`config.mk`:
```
export PLATFORM = sky130hd
export DESIGN_NAME = eth_test_rx_filter
export DESIGN_NICKNAME = d
export VERILOG_FILES = /design/src/rtl/eth_test_pkg.sv /design/src/rtl/sat_counter.sv /design/src/rtl/eth_test_rx_filter.sv
export SDC_FILE = /design/constraint.sdc
export NUM_CORES = 1
export LEC_CHECK = 0
export BUFFER_PORTS_ARGS = -buffer_cell sky130_fd_sc_hd__buf_2
export CORE_AREA = 2 2 154 156
export DETAILED_ROUTE_END_ITERATION = 6
export DIE_AREA = 0 0 156 158
export PLACE_DENSITY = 0.74
export SLEW_MARGIN = 20
export SYNTH_ARGS = -nofsm -noshare
export SYNTH_HDL_FRONTEND = slang
export SYNTH_SLANG_ARGS = --single-unit
```
`constraint.sdc`:
```
create_clock -name clk -period 2.7 [get_ports clk]
set_clock_uncertainty 0.2 [all_clocks]
set_input_delay 0.405 -clock clk [delete_from_list [all_inputs] [get_ports clk]]
set_output_delay 0.405 -clock clk [all_outputs]
set_load 0.005 [all_outputs]
```
`src/rtl/eth_test_pkg.sv`:
```
// Shared types and constants for the Ethernet test-pattern receive path.
package eth_test_pkg;

    typedef enum logic [1:0] {
        StIdle,
        StHdrOut,
        StPass,
        StDrop
    } state_e;

    localparam logic [15:0] ETH_TYPE_TEST = 16'h88B5;
    localparam logic [47:0] BROADCAST_MAC = 48'hFFFF_FFFF_FFFF;

endpackage

```
`src/rtl/sat_counter.sv`:
```
// Up-counter that sticks at all-ones instead of wrapping.
module sat_counter #(
    parameter int unsigned WIDTH = 32
) (
    input  logic             clk,
    input  logic             rst,
    input  logic             inc,
    output logic [WIDTH-1:0] count
);

    logic [WIDTH-1:0] count_q;

    always_ff @(posedge clk) begin
        if (rst) begin
            count_q <= '0;
        end else if (inc && (count_q != {WIDTH{1'b1}})) begin
            count_q <= count_q + 1'b1;
        end
    end

    assign count = count_q;

endmodule

```
`src/rtl/eth_test_rx_filter.sv`:
```
// Forwards test-pattern frames (dest MAC + EtherType match) to the checker and
// swallows everything else, keeping saturating debug statistics.
module eth_test_rx_filter
    import eth_test_pkg::*;
#(
    parameter int unsigned DATA_WIDTH       = 8,
    parameter int unsigned DATA_LENGTH      = 64,
    parameter logic [15:0] ETH_TYPE         = ETH_TYPE_TEST,
    parameter bit          ACCEPT_BROADCAST = 1'b1,
    parameter int unsigned COUNT_WIDTH      = 32
) (
    input  logic                   clk,
    input  logic                   rst,
    input  logic                   enable,
    input  logic [47:0]            local_mac,

    input  logic                   s_eth_hdr_valid,
    output logic                   s_eth_hdr_ready,
    input  logic [47:0]            s_eth_dest_mac,
    input  logic [47:0]            s_eth_src_mac,
    input  logic [15:0]            s_eth_type,
    input  logic [DATA_WIDTH-1:0]  s_eth_payload_axis_tdata,
    input  logic                   s_eth_payload_axis_tvalid,
    output logic                   s_eth_payload_axis_tready,
    input  logic                   s_eth_payload_axis_tlast,
    input  logic                   s_eth_payload_axis_tuser,

    output logic                   m_eth_hdr_valid,
    input  logic                   m_eth_hdr_ready,
    output logic [47:0]            m_eth_dest_mac,
    output logic [47:0]            m_eth_src_mac,
    output logic [15:0]            m_eth_type,
    output logic [DATA_WIDTH-1:0]  m_eth_payload_axis_tdata,
    output logic                   m_eth_payload_axis_tvalid,
    input  logic                   m_eth_payload_axis_tready,
    output logic                   m_eth_payload_axis_tlast,
    output logic                   m_eth_payload_axis_tuser,

    output logic [COUNT_WIDTH-1:0] frame_count,
    output logic [COUNT_WIDTH-1:0] drop_count,
    output logic [15:0]            length_error_count,
    output logic [15:0]            tuser_error_count
);

    state_e      state_q;
    logic        hdr_valid_q;
    logic [47:0] dest_q;
    logic [47:0] src_q;
    logic [15:0] type_q;
    logic [15:0] beat_cnt_q;

    logic        dest_ok;
    logic        match;
    logic        pass_fire;
    logic        frame_inc;
    logic        drop_inc;
    logic        len_err_inc;
    logic        tuser_inc;
    logic [16:0] beat_next;

    assign dest_ok = (s_eth_dest_mac == local_mac) ||
                     (ACCEPT_BROADCAST && (s_eth_dest_mac == BROADCAST_MAC));
    assign match   = enable && (s_eth_type == ETH_TYPE) && dest_ok;

    assign pass_fire = (state_q == StPass) && s_eth_payload_axis_tvalid &&
                       m_eth_payload_axis_tready;
    assign frame_inc = pass_fire && s_eth_payload_axis_tlast;
    assign drop_inc  = (state_q == StDrop) && s_eth_payload_axis_tvalid &&
                       s_eth_payload_axis_tlast;

    // One extra bit so a saturated beat counter still reads as a length error.
    assign beat_next   = {1'b0, beat_cnt_q} + 17'd1;
    assign len_err_inc = frame_inc && (beat_next != 17'(DATA_LENGTH));
    assign tuser_inc   = frame_inc && s_eth_payload_axis_tuser;

    always_ff @(posedge clk) begin
        if (rst) begin
            state_q     <= StIdle;
            hdr_valid_q <= 1'b0;
            dest_q      <= '0;
            src_q       <= '0;
            type_q      <= '0;
            beat_cnt_q  <= '0;
        end else begin
            unique case (state_q)
                StIdle: begin
                    if (s_eth_hdr_valid) begin
                        dest_q <= s_eth_dest_mac;
                        src_q  <= s_eth_src_mac;
                        type_q <= s_eth_type;
                        if (match) begin
                            hdr_valid_q <= 1'b1;
                            state_q     <= StHdrOut;
                        end else begin
                            state_q <= StDrop;
                        end
                    end
                end
                StHdrOut: begin
                    if (m_eth_hdr_ready) begin
                        hdr_valid_q <= 1'b0;
                        state_q     <= StPass;
                    end
                end
                StPass: begin
                    if (pass_fire) begin
                        if (s_eth_payload_axis_tlast) begin
                            beat_cnt_q <= '0;
                            state_q    <= StIdle;
                        end else if (beat_cnt_q != 16'hFFFF) begin
                            beat_cnt_q <= beat_cnt_q + 16'd1;
                        end
                    end
                end
                StDrop: begin
                    if (s_eth_payload_axis_tvalid && s_eth_payload_axis_tlast) begin
                        state_q <= StIdle;
                    end
                end
                default: state_q <= StIdle;
            endcase
        end
    end

    always_comb begin
        s_eth_hdr_ready           = (state_q == StIdle);
        s_eth_payload_axis_tready = 1'b0;
        m_eth_payload_axis_tvalid = 1'b0;
        if (state_q == StPass) begin
            s_eth_payload_axis_tready = m_eth_payload_axis_tready;
            m_eth_payload_axis_tvalid = s_eth_payload_axis_tvalid;
        end else if (state_q == StDrop) begin
            s_eth_payload_axis_tready = 1'b1;
        end
    end

    assign m_eth_payload_axis_tdata = s_eth_payload_axis_tdata;
    assign m_eth_payload_axis_tlast = s_eth_payload_axis_tlast;
    assign m_eth_payload_axis_tuser = s_eth_payload_axis_tuser;

    assign m_eth_hdr_valid = hdr_valid_q;
    assign m_eth_dest_mac  = dest_q;
    assign m_eth_src_mac   = src_q;
    assign m_eth_type      = type_q;

    sat_counter #(.WIDTH(COUNT_WIDTH)) u_frame_cnt (
        .clk   (clk),
        .rst   (rst),
        .inc   (frame_inc),
        .count (frame_count)
    );

    sat_counter #(.WIDTH(COUNT_WIDTH)) u_drop_cnt (
        .clk   (clk),
        .rst   (rst),
        .inc   (drop_inc),
        .count (drop_count)
    );

    sat_counter #(.WIDTH(16)) u_len_err_cnt (
        .clk   (clk),
        .rst   (rst),
        .inc   (len_err_inc),
        .count (length_error_count)
    );

    sat_counter #(.WIDTH(16)) u_tuser_err_cnt (
        .clk   (clk),
        .rst   (rst),
        .inc   (tuser_inc),
        .count (tuser_error_count)
    );

endmodule

```
# Yosys cells after proc, flatten, opt, wreduce, memory -nomap -nowiden
# Index checks and enable logic that the tools add are counted.
# W data, S select, Z words.
word_totals:
  reg_bits: 227
  out_inout_bits: 222
  in_bits: 177
  wordCells: 72
op_classes:
  mux: 16
  addsub: 6
  n_eq_ne: 18
  reduce_logical: 22
op_table:
  columns: ["operator", "count"]
  rows:
  - ["$add A32 B1 Y32 const B", 2]
  - ["$ne A32 B32 Y1 const B", 2]
  - ["$add A16 B1 Y16 const B", 3]
  - ["$eq A48 B48 Y1", 1]
  - ["$eq A48 B48 Y1 const B", 1]
  - ["$ne A16 B16 Y1 const B", 3]
  - ["$mux W16", 2]
  - ["$add A16 B1 Y17 const B", 1]
  - ["$ne A17 B7 Y1 const B", 1]
  - ["$eq A16 B16 Y1 const B", 1]
  - ["$logic_and A1 B1 Y1", 14]
  - ["$mux W2", 6]
  - ["$ne A2 B2 Y1 const B", 4]
  - ["$pmux W2 S4", 1]
  - ["$mux W1", 6]
  - ["$reduce_and A5 Y1", 1]
  - ["$eq A2 B2 Y1 const B", 2]
  - ["$ne A2 B1 Y1 const B", 2]
  - ["$reduce_and A4 Y1", 1]
  - ["$reduce_bool A2 Y1", 2]
  - ["$reduce_and A3 Y1", 1]
  - ["$eq A2 B1 Y1 const B", 1]
  - ["$logic_not A2 Y1", 1]
  - ["$pmux W1 S2", 1]
  - ["2 further kinds", 2]

# Depth between registers and ports, before layout
logic_depth:
  word_depth: 6
  mapped_depth: 10
  mapped_depth_nobuf: 8

# Cells and area by module
# From an unflattened synthesis, not the netlist that was laid out.
hier_totals:
  cells_unflattened: 1347
  area_unflattened_um2: 10918.0
by_module_without_submodules:
  columns: ["module", "seq_area_each_um2", "area_each_um2", "n_inst", "cells_per_inst"]
  rows:
  - ["eth_test_rx_filter", 2622.5, 5873.1, 1, 751]
  - ["sat_counter at u_drop_cnt ...", 640.6, 1674.1, 2, 199]
  - ["sat_counter at u_len_err_cnt ...", 320.3, 848.3, 2, 99]

# Least setup slack after synthesis
# Ideal clock, no wire load.
synth_path:
  kind: "reg2reg"
  startpoint: "register beat_cnt_q[0]"
  endpoint: "register u_len_err_cnt.count_q[2], in the netlist u_len_err_cnt.count[2]"
  setup_time_ns: 0.121
  setup_slack_ns: 0.260
  arrival_ns: 2.120
  stages_incl_launch_ff: 10
  required_time_ns: 2.379
  synth_period_minus_slack_ns: 2.440
  path_buffers: 1
  cell_sequence: "dfxtp_1 > ha_1 > nand3_2 > nor2_1 > a211oi_1 > a41o_1 > and4_4 > buf_4 > nor3b_1 > mux2_2"
synth_via:
  elab_chain_len: 4
synth_rtl:
  columns: ["item", "line_no", "text"]
  rows:
  - ["from (decl)", "eth_test_rx_filter.sv:50", "logic [15:0] beat_cnt_q;"]
  - ["from (signal assigned)", "eth_test_rx_filter.sv:111", "beat_cnt_q <= beat_cnt_q + 16'd1;"]
  - ["$add A16 B1 Y17", "eth_test_rx_filter.sv:72", "assign beat_next = {1'b0, beat_cnt_q} + 17'd1;"]
  - ["$ne A17 B7 Y1", "eth_test_rx_filter.sv:73", "assign len_err_inc = frame_inc && (beat_next != 17'(DATA_LENGTH));"]
  - ["$logic_and A1 B1 Y1", "eth_test_rx_filter.sv:73", null]
  - ["$logic_and A1 B1 Y1", "sat_counter.sv:16", "end else if (inc && (count_q != {WIDTH{1'b1}})) begin"]
  - ["to (signal assigned)", "sat_counter.sv:17", "count_q <= count_q + 1'b1;"]
  - ["to (decl)", "sat_counter.sv:11", "logic [WIDTH-1:0] count_q;"]
# No other way between the ends.
# A chain may end at the register's enable or synchronous reset.

# Final worst setup path
layout_path:
  startpoint: "input s_eth_dest_mac[47]"
  endpoint: "register state_q[1]"
layout_via:
  elab_chain_len: 6
  word_cells_on_any_way: 7
  classes_between: "eq/ne: 2; mux: 3; reduce/logical: 2"
layout_rtl:
  columns: ["item", "line_no", "text"]
  rows:
  - ["from (decl)", "eth_test_rx_filter.sv:19", "input logic [47:0] s_eth_dest_mac,"]
  - ["$eq A48 B48 Y1 (on tied branches)", "eth_test_rx_filter.sv:61, eth_test_rx_filter.sv:62", null]
  - ["$logic_or A1 B1 Y1 *", "eth_test_rx_filter.sv:61", "assign dest_ok = (s_eth_dest_mac == local_mac) ||"]
  - ["$logic_and A1 B1 Y1 *", "eth_test_rx_filter.sv:63", "assign match = enable && (s_eth_type == ETH_TYPE) && dest_ok;"]
  - ["$mux W2 *", "eth_test_rx_filter.sv:91", "if (match) begin"]
  - ["$mux W2 *", "eth_test_rx_filter.sv:87", "if (s_eth_hdr_valid) begin"]
  - ["$pmux W2 S4 *", "eth_test_rx_filter.sv:85", "unique case (state_q)"]
  - ["to (signal assigned)", "eth_test_rx_filter.sv:93", "state_q <= StHdrOut;"]
  - ["to (signal assigned)", "eth_test_rx_filter.sv:95", "state_q <= StDrop;"]
  - ["to (signal assigned)", "eth_test_rx_filter.sv:102", "state_q <= StPass;"]
  - ["to (decl)", "eth_test_rx_filter.sv:45", "state_e state_q;"]
# Every way passes the cells marked *; elsewhere a longest branch is shown, timed or not. The select of a mux whose other input is x is not followed.

==> run metrics <==
first-pass GRT wire length=roughly 54 mm; Tightest Pin Transition=767.3 ps; final WL=around 36 mm; Setup Buffers After CTS=0; primary flip-flop cell chosen by synthesis mapping=dfxtp_1; Tot GR Track Use=between 20% and 30%; CTS Buffer Depth=3; worst hold start=s_eth_dest_mac[26]; largest stage delay on the critical path=560 ps; post-synth top area cell=dfxtp_1; commonest cells after routing, fill and taps aside=buf_2, nand2_1, dfxtp_1, a21oi_1, dlygate4sd3_1; Critical path buffers and inverters=2; Synth top area share=44.51%; R2R setup slack=160 ps; Hold EP=m_eth_dest_mac[26]; CP arrival=2840 ps; final worst path period need=between 2000 and 3000 ps; Syn-to-layout area delta=42.13%; H-tree levels=1; io pins=about 400; fin. max-slew vios=0; Routed WL per cell=17.62 um; vias in the first global route=10,500; Die Span Y=158 um; Hold Crit Class=input pin to register; Largest delay share family, worst path=simple AND/OR/NAND/NOR gates; leakage power=6.161 nW; Nets=between 1,500 and 2,000; Distinct cells, synth=57; VDD IR-drop max=0.5573 mV; final hold viol count=0; Sink Count=roughly 230; top cells by area, synth=dfxtp_1, nand2_1, a21oi_1; gpl congestion=between 0.9 and 1; status=finished, final reports clean; Tcrit/Tclk final=98.62%; max_slew headroom=48.45%; DR vias/cell=5.478; post-route ant nets=0; Setup-failing EPs final=0; PD cells=~540 nW/um2; CTS tree=built; GRT overflow=0; Worst R2R Start=u_frame_cnt.count[6]; Fin Hold WS=between 20 and 30 ps; final cell utilization of the core=62.95%; crit-path max FO=3; Inserted Clock Buffers=25; R2R depth=7; PortBufs=382; via count=about 11,000; DIE AREA=24,650 um2; Fmax achieved=0.3756 GHz; # Max-Cap Violations=0; Clock Root Buffer=clkbuf_16; share of post-route cells with drive strength above 1=about 27%; Critical Path RT=2880 ps; CP Capture Type=register; Crit Reg-Reg Endpoint=u_frame_cnt.count[25]; Die X-Extent=156 um; drt drc=0; CP Cell Sequence=dlygate4sd3_1 -> buf_2 -> nand4_1 -> nor4_1 -> and3_1 -> a31oi_1 -> or4_1 -> o31ai_1 -> nor3_1; critical path's slowest cell=or4_1; Post-Synthesis Cells=1,275; Mapped Avg Cell Area=around 8.0 um2; Post-synth EDFFs=0; Worst Hold Depth=3; initial antenna violation count=2; drt first-iter violations=957; async set-reset flop share out of synthesis=0%; Synth Warn #=0; largest net degree at the start of global routing=79; Synthesized Nets=1,457; most common cell after layout, fill and taps aside=buf_2; kind of critical path=input pin to register; Initial Util=44.29%; Core ar.=23,050 um2; Worst-path clk slew=60 ps; 1st-pass router iterations=5; Clock Latency Late Sink=550 ps; #FFs+latches synth=227; Core Rows=56; startpoint types=input pin; hpwl dp=24.20 mm; Mapped Area=slightly above 10,000 um2; Seq/Total Area, Yosys=44.51%
-- power breakdown --
part | leakage (nW) | internal [mW] | total [mW] | switching, mW
clock network | 0.390 | 1.96 | 3.34 | 1.38
logic | 3.93 | 0.465 | 1.02 | 0.559
registers | 1.84 | 3.47 | 3.54 | 0.0666
-- how the worst max path moves through the flow --
stage,endpoint,from,cells after the start
after floorplan,u_len_err_cnt.count[2],beat_cnt_q[0],9
after global placement,state_q[1],s_eth_dest_mac[5],8
after detailed placement,beat_cnt_q[9],beat_cnt_q[0],8
after CTS,state_q[1],s_eth_dest_mac[3],9
after global routing,state_q[1],s_eth_dest_mac[0],9
final,state_q[1],s_eth_dest_mac[47],9
-- cell type report --
type                       count  area (um2)
fill                        1899        8541
multi-input combinational    958        5374
sequential                   227        4544
timing repair buffer         534        3390
clock buffer                  37       730.7
tap                          290       362.8
clock inverter                 4       60.06
inverter                      12       45.04
antenna                        2       5.005
-- repair_timing --
item | 4_1_cts | 5_1_grt
endpoints found under the hold margin | 112 | 0
endpoints found under the setup margin | 2 | 5
resized for setup | 1 | 13
hold buffers | 112 | 0
-- registers in the layout (all words and copies together) (netlist names) --
name	flops
m_eth_type	16
m_eth_src_mac	48
beat_cnt_q	16
state_q	2
m_eth_hdr_valid	1
m_eth_dest_mac	48
u_tuser_err_cnt.count	16
u_len_err_cnt.count	16
u_drop_cnt.count	32
u_frame_cnt.count	32
-- layer usage --
| metal | vias to the layer above | global-route usage, % | routed length [um] | share of wire [%] |
|---|---|---|---|---|
| met2 | 567 | 44.33 | 17120 | 47 |
| met3 | 140 | 8.103 | 3432 | 9.4 |
| met5 | - | 0 | 14 | 0.038 |
| met1 | 5240 | 33.13 | 14240 | 39 |
| met4 | 2 | 11.31 | 1558 | 4.3 |
| li1 | 5358 | - | - | - |
-- tightest hold or removal path: stages --
cell,delay (ps)
buf_2,140
nand2_1,90
a21oi_1,60
-- cells by family (layout without fill, tap and decap cells) --
| kind of cell | count (synthesis) | after routing | share of synthesized area [%] |
|---|---|---|---|
| other | 0 | 2 | 0 |
| and+or+nand+nor | 615 | 615 | 28.77 |
| DFF | 227 | 227 | 44.51 |
| adders and majority gates | 5 | 5 | 0.6127 |
| AOI/OAI and AO/OA | 215 | 215 | 11.56 |
| muxes | 5 | 5 | 0.5147 |
| xor gates and xnor gates | 118 | 118 | 10.12 |
| buffers and inverters | 90 | 587 | 3.909 |
-- per-stage QoR --
step | std cells | cell area [um2] | total power [mW] | TNS [ps] | setup WS, ps
6_report | 2064 | 14510 | 7.896 | 0 | 37.36
5_1_grt | 2063 | 14510 | 8.175 | -39.40 | -39.40
4_1_cts | 2062 | 14410 | 7.898 | 0 | 60.31
3_5_place_dp | 1909 | 12500 | 4.433 | -34.23 | -23.57
3_3_place_gp | 1909 | 12500 | 4.414 | 0 | 23.18
2_1_floorplan | 1275 | 10210 | 4.005 | 0 | 259.7
-- cell usage after synthesis, types with 2 or more instances --
master and n:
and4_1 8, a311oi_1 4, o21ai_0 23, nor2_1 100
nand2b_1 5, nand3_2 2, ha_1 5, xor2_1 33
nand4b_1 2, nor2b_1 5, xnor2_1 85, inv_1 11
or4_1 15, clkbuf_1 57, nor4_1 12, buf_2 7
buf_4 12, nand2_1 276, nor3b_1 2, a31oi_1 7
dfxtp_1 227, a22oi_1 3, nor4bb_1 2, a21oi_1 154
or3_1 19, nand3_1 43, o31ai_1 11, and3_1 25
and2_1 6, a21o_1 3, mux2i_1 3, nand4_1 60
mux2_2 2, nand3b_1 3, a211oi_1 2, or3b_1 2
nor3_1 19
Note: power is estimated with default switching activity, not from simulation.
